**config.mk**
```make
export PLATFORM = sky130hd
export DESIGN_NAME = wbm_spi_tx_flat
export DESIGN_NICKNAME = d
export VERILOG_FILES = /design/src/rtl/wbm_spi_tx_if.sv /design/src/rtl/wbm_spi_tx.sv /design/src/flat_wrapper.sv
export SDC_FILE = /design/constraint.sdc
export NUM_CORES = 1
export LEC_CHECK = 0
export BUFFER_PORTS_ARGS = -buffer_cell sky130_fd_sc_hd__buf_2
export CORE_MARGIN = 4
export CORE_UTILIZATION = 48
export DETAILED_ROUTE_END_ITERATION = 10
export GPL_TIMING_DRIVEN = 1
export PLACE_DENSITY = 0.72
export SYNTH_ARGS = -nofsm -noshare
export SYNTH_HDL_FRONTEND = slang
export SYNTH_SLANG_ARGS = --single-unit
export TNS_END_PERCENT = 100
```
**constraint.sdc**
```tcl
create_clock -name clk -period 1.4 [get_ports clk]
set_input_delay 0.21 -clock clk [delete_from_list [all_inputs] [get_ports clk]]
set_output_delay 0.21 -clock clk [all_outputs]
set_load 0.01 [all_outputs]
```
**src/rtl/wbm_spi_tx_if.sv**
```systemverilog
// Byte handshake between the Wishbone-side logic and the SPI transmit path.
// The master supplies bytes; the slave (wbm_spi_tx) reports loads and underruns.
interface wbm_spi_tx_if;
  logic [7:0] tx_data;
  logic       tx_valid;
  logic       tx_ready;
  logic       tx_load;
  logic       underrun;

  modport master (
    output tx_data,
    output tx_valid,
    input  tx_ready,
    input  tx_load,
    input  underrun
  );

  modport slave (
    input  tx_data,
    input  tx_valid,
    output tx_ready,
    output tx_load,
    output underrun
  );
endinterface

```
**src/rtl/wbm_spi_tx.sv**
```systemverilog
// SPI mode-0 slave transmitter, MSB first, oversampled in the clk domain.
// A one-byte holding register feeds the shift register; IDLE_BYTE fills underruns.
module wbm_spi_tx #(
  parameter logic [7:0] IDLE_BYTE = 8'h00
) (
  input  logic         clk,
  input  logic         rst,
  input  logic         spi_sck,
  input  logic         spi_csn,
  output logic         spi_sdo,
  wbm_spi_tx_if.slave  tx
);

  // [0],[1] form the synchronizer, [2] is the previous synchronized value
  logic [2:0] sck_q;
  logic [2:0] csn_q;

  logic       sel_start_d, sel_end_d, sck_fall_d;
  logic       sel_start_q, sel_end_q, sck_fall_q;

  logic [7:0] hold_q, hold_d;
  logic       hold_full_q, hold_full_d;
  logic [7:0] shift_q, shift_d;
  logic [2:0] cnt_q, cnt_d;
  logic       tx_load_q, tx_load_d;
  logic       underrun_q, underrun_d;

  logic       load;
  logic       accept;

  // NOTE: sequential state uses non-blocking assignments so every flop samples
  // pre-edge values; blocking here would collapse the synchronizer chain.
  always_ff @(posedge clk) begin
    if (rst) begin
      sck_q       <= 3'b000;
      csn_q       <= 3'b111;
      sel_start_q <= 1'b0;
      sel_end_q   <= 1'b0;
      sck_fall_q  <= 1'b0;
    end else begin
      sck_q       <= {sck_q[1:0], spi_sck};
      csn_q       <= {csn_q[1:0], spi_csn};
      sel_start_q <= sel_start_d;
      sel_end_q   <= sel_end_d;
      sck_fall_q  <= sck_fall_d;
    end
  end

  assign sel_start_d = csn_q[2] & ~csn_q[1];
  assign sel_end_d   = ~csn_q[2] & csn_q[1];
  assign sck_fall_d  = sck_q[2] & ~sck_q[1] & ~csn_q[1];

  assign load   = sel_start_q | (sck_fall_q & (cnt_q == 3'd7));
  assign accept = tx.tx_valid & ~hold_full_q;

  // NOTE: every signal driven here gets its default first, so no path through
  // the block leaves one unassigned and no latch is inferred.
  always_comb begin
    hold_d      = hold_q;
    hold_full_d = hold_full_q;
    shift_d     = shift_q;
    cnt_d       = cnt_q;
    tx_load_d   = 1'b0;
    underrun_d  = 1'b0;

    if (load) begin
      cnt_d = 3'd0;
      if (hold_full_q) begin
        shift_d     = hold_q;
        hold_full_d = 1'b0;
        tx_load_d   = 1'b1;
      end else begin
        shift_d    = IDLE_BYTE;
        underrun_d = 1'b1;
      end
    end else if (sck_fall_q) begin
      shift_d = {shift_q[6:0], 1'b0};
      cnt_d   = cnt_q + 3'd1;
    end else if (sel_end_q) begin
      cnt_d = 3'd0;
    end

    // A load only consumes a full hold and an accept only fills an empty one,
    // so both can be applied in the same cycle without interfering.
    if (accept) begin
      hold_d      = tx.tx_data;
      hold_full_d = 1'b1;
    end
  end

  always_ff @(posedge clk) begin
    if (rst) begin
      hold_full_q <= 1'b0;
      shift_q     <= IDLE_BYTE;
      cnt_q       <= 3'd0;
      tx_load_q   <= 1'b0;
      underrun_q  <= 1'b0;
    end else begin
      hold_full_q <= hold_full_d;
      shift_q     <= shift_d;
      cnt_q       <= cnt_d;
      tx_load_q   <= tx_load_d;
      underrun_q  <= underrun_d;
    end
  end

  // NOTE: the holding data needs no reset; hold_full qualifies it and is reset.
  always_ff @(posedge clk) begin
    hold_q <= hold_d;
  end

  assign spi_sdo     = shift_q[7];
  assign tx.tx_ready = ~hold_full_q;
  assign tx.tx_load  = tx_load_q;
  assign tx.underrun = underrun_q;

endmodule

```
**src/flat_wrapper.sv**
```systemverilog
// flat-port wrapper written by rule: the top's interface ports become plain ports
module wbm_spi_tx_flat 
#(
  parameter logic [7:0] IDLE_BYTE = 8'h00
)
  (clk, rst, spi_sck, spi_csn, spi_sdo, tx_tx_data, tx_tx_valid, tx_tx_ready, tx_tx_load, tx_underrun);
  wbm_spi_tx_if tx_i ();
  input  logic clk;
  input  logic rst;
  input  logic spi_sck;
  input  logic spi_csn;
  output logic spi_sdo;
  input wire logic [$bits(tx_i.tx_data)-1:0] tx_tx_data;
  input wire logic [$bits(tx_i.tx_valid)-1:0] tx_tx_valid;
  output wire logic [$bits(tx_i.tx_ready)-1:0] tx_tx_ready;
  output wire logic [$bits(tx_i.tx_load)-1:0] tx_tx_load;
  output wire logic [$bits(tx_i.underrun)-1:0] tx_underrun;
  assign tx_i.tx_data = tx_tx_data;
  assign tx_i.tx_valid = tx_tx_valid;
  assign tx_tx_ready = tx_i.tx_ready;
  assign tx_tx_load = tx_i.tx_load;
  assign tx_underrun = tx_i.underrun;
  wbm_spi_tx #(.IDLE_BYTE(IDLE_BYTE)) u_core (.clk(clk), .rst(rst), .spi_sck(spi_sck), .spi_csn(spi_csn), .spi_sdo(spi_sdo), .tx(tx_i));
endmodule
```
Yosys cells after proc, flatten, opt, wreduce, memory -nomap -nowiden
Index checks and enable logic that the tools add are counted.

Flip-flop bits (word level): 31. Bits of input ports: 13. Logic and storage cells: 39.

Reductions and logical operators: 5. Equal/unequal tests: 1. Muxes and demuxes: 9. Add/sub/neg operators: 1. Bitwise operators: 12.

Operator list (count): $mux W8 (3); $and A1 B1 Y1 (6); $mux W3 (2); $reduce_bool A2 Y1 (3); $not A1 Y1 (5); $mux W1 (4); $reduce_or A2 Y1 (2); $add A3 B1 Y3 const B (1); $eq A3 B3 Y1 const B (1); $or A1 B1 Y1 (1).

Logic depth before layout (Yosys ltp)
Word-level depth: 5. Mapped depth: 6.

Least setup slack after synthesis
No wires, ideal clock.

Path kind: register to register. From: register u_core.cnt_q[0]. To: register u_core.shift_q[1]. Path buffers: 1. Stages on the path, launching flop included: 7. Library setup time: 0.132 ns. Slack: 0.059 ns. Data arrival time: 1.208 ns. Required time: 1.268 ns. Cells stage by stage: dfxtp_1 ha_1 ha_1 a21o_2 buf_2 nand3_1 a21oi_1.

Word-level cells in the longest chain between the ends: 4.

RTL lines: start: declaration (RTL line wbm_spi_tx.sv:24) `logic [2:0] cnt_q, cnt_d;`; start signal: assignment (RTL line wbm_spi_tx.sv:101) `cnt_q <= cnt_d;`; $eq A3 B3 Y1 (*) (RTL line wbm_spi_tx.sv:53) `assign load = sel_start_q | (sck_fall_q & (cnt_q == 3'd7));`; $and A1 B1 Y1 (*) (RTL line wbm_spi_tx.sv:53); $or A1 B1 Y1 (*) (RTL line wbm_spi_tx.sv:53); $mux W8 or $reduce_bool A2 Y1 (tied branches); end signal: assignment (RTL line wbm_spi_tx.sv:100) `shift_q <= shift_d;`; end: declaration (RTL line wbm_spi_tx.sv:23) `logic [7:0] shift_q, shift_d;`.

Every way passes the cells marked *; elsewhere a longest branch is shown, timed or not. A chain may end at the register's enable or synchronous reset.

Final worst setup path
From: register u_core.cnt_q[0]. To: register u_core.shift_q[0].

Same word-level chain as after synthesis.

==> metrics <==
Comb pwr share 4.9%; DR vias/cell 4.86; DP Wirelength between 1 and 1.5 mm; Hold Crit Endpoint u_core.hold_q[1]; drt drc 0; register area share after synthesis 62.1%; critical path launch point u_core.cnt_q[0]; Peak supply drop roughly 840 uV; CTS sink cnt 31; total wire length 1.83 mm; Syn Inst Count 97; reg2reg path depth 5; Net Count, Synth approximately 110; internal power 0.00118 W; flops & latches, synth 31; slack of the worst reg-to-reg path approximately 0.073 ns; post-synthesis instance area about 0.0011 mm^2; 1st-pass router iterations 4; initial cell density of the core 50.5%; Psw between 0.0003 and 0.0004 W; run status complete, no violations; CP max FO 11; RR Startpoint u_core.cnt_q[0]; kind of launch point of the worst setup path flop; f_max ~750 MHz; XOR/XNOR share of the synthesized area 0%; hold_sp tx_tx_data[1]; Critical Path Sink Type flop; syn avg cell area roughly 12 um^2; antenna-violating nets left 0; post-synthesis cell type count 22; hold_buf cts 0; sequential power share 64.0%; Tcrit/Tclk final 94.8%; CTS tree yes; crit path kind flop to flop; HP Class input pin to flop; initial antenna violation count 0; Max-Cap Viols 0; core area 0.00223 mm^2; total number of vias around 700; mux contribution to synthesized area under 10%; first-pass GRT wire length approximately 3.1 mm; WP data arrival 1.52 ns; Synth Area in Compound Gates under 10%; worst-margin pin slew ~0.34 ns; gr ovfl total 0; Place WS around 0.0011 ns; cts bufs inserted 5; fin. max-slew vios 0; Leakage roughly 0.52 nW; largest family of logic cells by synthesized area simple AND/OR/NAND/NOR gates; die width roughly 56 um; # port buffers 16; clk root buf clkbuf_4; setup_tns 0 ns; clock share of power about 31%; CP required 1.60 ns; layout net count roughly 130; unrepaired setup endpoints after global routing false; Antenna diodes 0; Bufs on Longest Clock Path 2; switching share of power around a fifth; Cell Pwr Density around 1200 mW/mm^2; WL per Instance around 12 um; layout cell share with drive strength beyond 1 about a third; Post-Synth Adder-Cell Area 2.22%; clk_skew approximately 0.0019 ns; Final Hold Viols 0; Routability Congestion approximately 0.75; Ys Warns 0; DP Cell Count 139; # IOs 17; simple-gate share of the synthesized area between 10% and 20%; Layout Cells excl Fill ~150; WHS Path Cells 1; final setup margin 0.0726 ns; clock period minus worst slack around 1.3 ns; Rows 17; clk_lat worst skew ~0.31 ns; vias in the first global route roughly 720; Slew HR 77.0%; Die ar. 0.00319 mm^2; H-tree Lvls 2; Clk pin slew, worst setup/hold paths about 0.080 ns; Die H 56.5 um; final hold slack 0.0638 ns; fillcell total approximately 200; area grow syn2layout 14.9%; FF-to-FF End u_core.shift_q[0]; largest net degree at the start of global routing 22; initial DRC count 8; Setup-failing EPs final 0; GR Util All Layers 13.4%
-- sequential cells by signal, summed over array words and instances, names as in the netlist --
signal	cells
u_core.hold_full_q	1
u_core.sck_q	3
u_core.tx.tx_load	1
u_core.sel_end_q	1
u_core.tx.underrun	1
u_core.csn_q	3
u_core.sck_fall_q	1
u_core.shift_q	8
u_core.hold_q	8
u_core.cnt_q	3
u_core.sel_start_q	1
-- final cells by class --
class / count / area (um^2) / share of cell area (%)
Sequential cell: 31 / 701 / 54.1
Multi-Input combinational cell: 58 / 387 / 29.8
Timing Repair Buffer: 21 / 118 / 9.07
Clock buffer: 8 / 48.8 / 3.76
Tap cell: 28 / 35.0 / 2.70
Inverter: 2 / 7.51 / 0.579
-- routing by layer --
metal	wire, um	share of wire (%)	global-route usage (%)	up-vias
li1	-	-	-	377
met1	792	43	14.6	319
met2	881	48	21.6	18
met3	106	5.8	5.52	6
met4	48	2.6	8.14	0
met5	0	0	0	-
-- worst max path at each step --
| stage | to | slack [ns] | cells past startpoint |
|---|---|---|---|
| after global routing | u_core.shift_q[4] | 0.009 | 5 |
| after floorplan | u_core.shift_q[1] | 0.06 | 6 |
| after global placement | u_core.shift_q[0] | 0.05 | 5 |
| final | u_core.shift_q[0] | 0.07 | 5 |
| after CTS | u_core.shift_q[0] | 0.02 | 5 |
| after detailed placement | u_core.shift_q[0] | 0.001 | 5 |
-- per-stage QoR --
stage / power (W) / util (%) / instance area (um^2)
3_3_place_gp: 0.00105 / 55.1 / 1230
2_1_floorplan: 0.00102 / - / 1130
3_5_place_dp: 0.00105 / 55.1 / 1230
5_1_grt: 0.00158 / 58.0 / 1300
4_1_cts: 0.00151 / 57.6 / 1290
6_report: 0.00150 / 58.0 / 1300
-- cells in the mapped netlist, drive strengths merged --
cell / n / area share (%)
nand3: 7 / 3.1
clkbuf: 2 / 0.67
a21oi: 11 / 5.9
dfxtp: 23 / 41
nor3b: 5 / 3.3
mux2: 7 / 7.0
a31oi: 1 / 0.55
nor2: 4 / 1.3
mux2i: 1 / 0.89
a21o: 1 / 0.78
inv: 2 / 0.67
nor2b: 4 / 2.2
ha: 2 / 2.2
edfxtp: 8 / 21
buf: 4 / 3.1
nand2: 7 / 2.3
nor3: 5 / 2.2
or2: 3 / 1.7
-- power by group through the flow --
stage          combinational [W]  sequential, W  clock (W)
3_3_place_gp           0.0000705       0.000978          0
4_1_cts                0.0000733       0.000959   0.000477
2_1_floorplan          0.0000408       0.000977          0
5_1_grt                0.0000824       0.000962   0.000540
3_5_place_dp           0.0000725       0.000980          0
6_report               0.0000735       0.000959   0.000465
-- worst max-delay path: stages (launching register included) --
cell and delay (ns):
dfxtp_1 0.34, ha_1 0.21, ha_2 0.20, a21o_4 0.24, a31oi_1 0.16, nor2_1 0.06
-- what timing repair did --
| action | 4_1_cts | 5_1_grt |
|---|---|---|
| gates resized for setup | 1 | 1 |
| buffers inserted | 0 | 1 |
| hold endpoints to repair | 0 | 0 |
| pin swaps | 0 | 3 |
| endpoints found under the setup margin | 1 | 9 |
-- placed cells by master, fill, tap and decap left out --
cell / n
mux2_2: 7
a31oi_1: 1
nor2_1: 4
nor3_1: 5
nor2b_1: 4
a21o_4: 1
ha_2: 1
clkbuf_4: 5
ha_1: 1
nand3_1: 7
inv_1: 2
dfxtp_1: 23
nand2_1: 7
a21oi_4: 1
or2_2: 3
buf_4: 5
nor3b_1: 5
clkbuf_1: 3
buf_2: 16
mux2i_1: 1
a21oi_1: 10
edfxtp_1: 8
-- cells by family after synthesis --
kind of cell	Yosys count
mux	8
buf+inv	8
flops	31
simple gates	35
compound gates	13
fa+ha+maj	2
(Power assumes the default switching activity.)
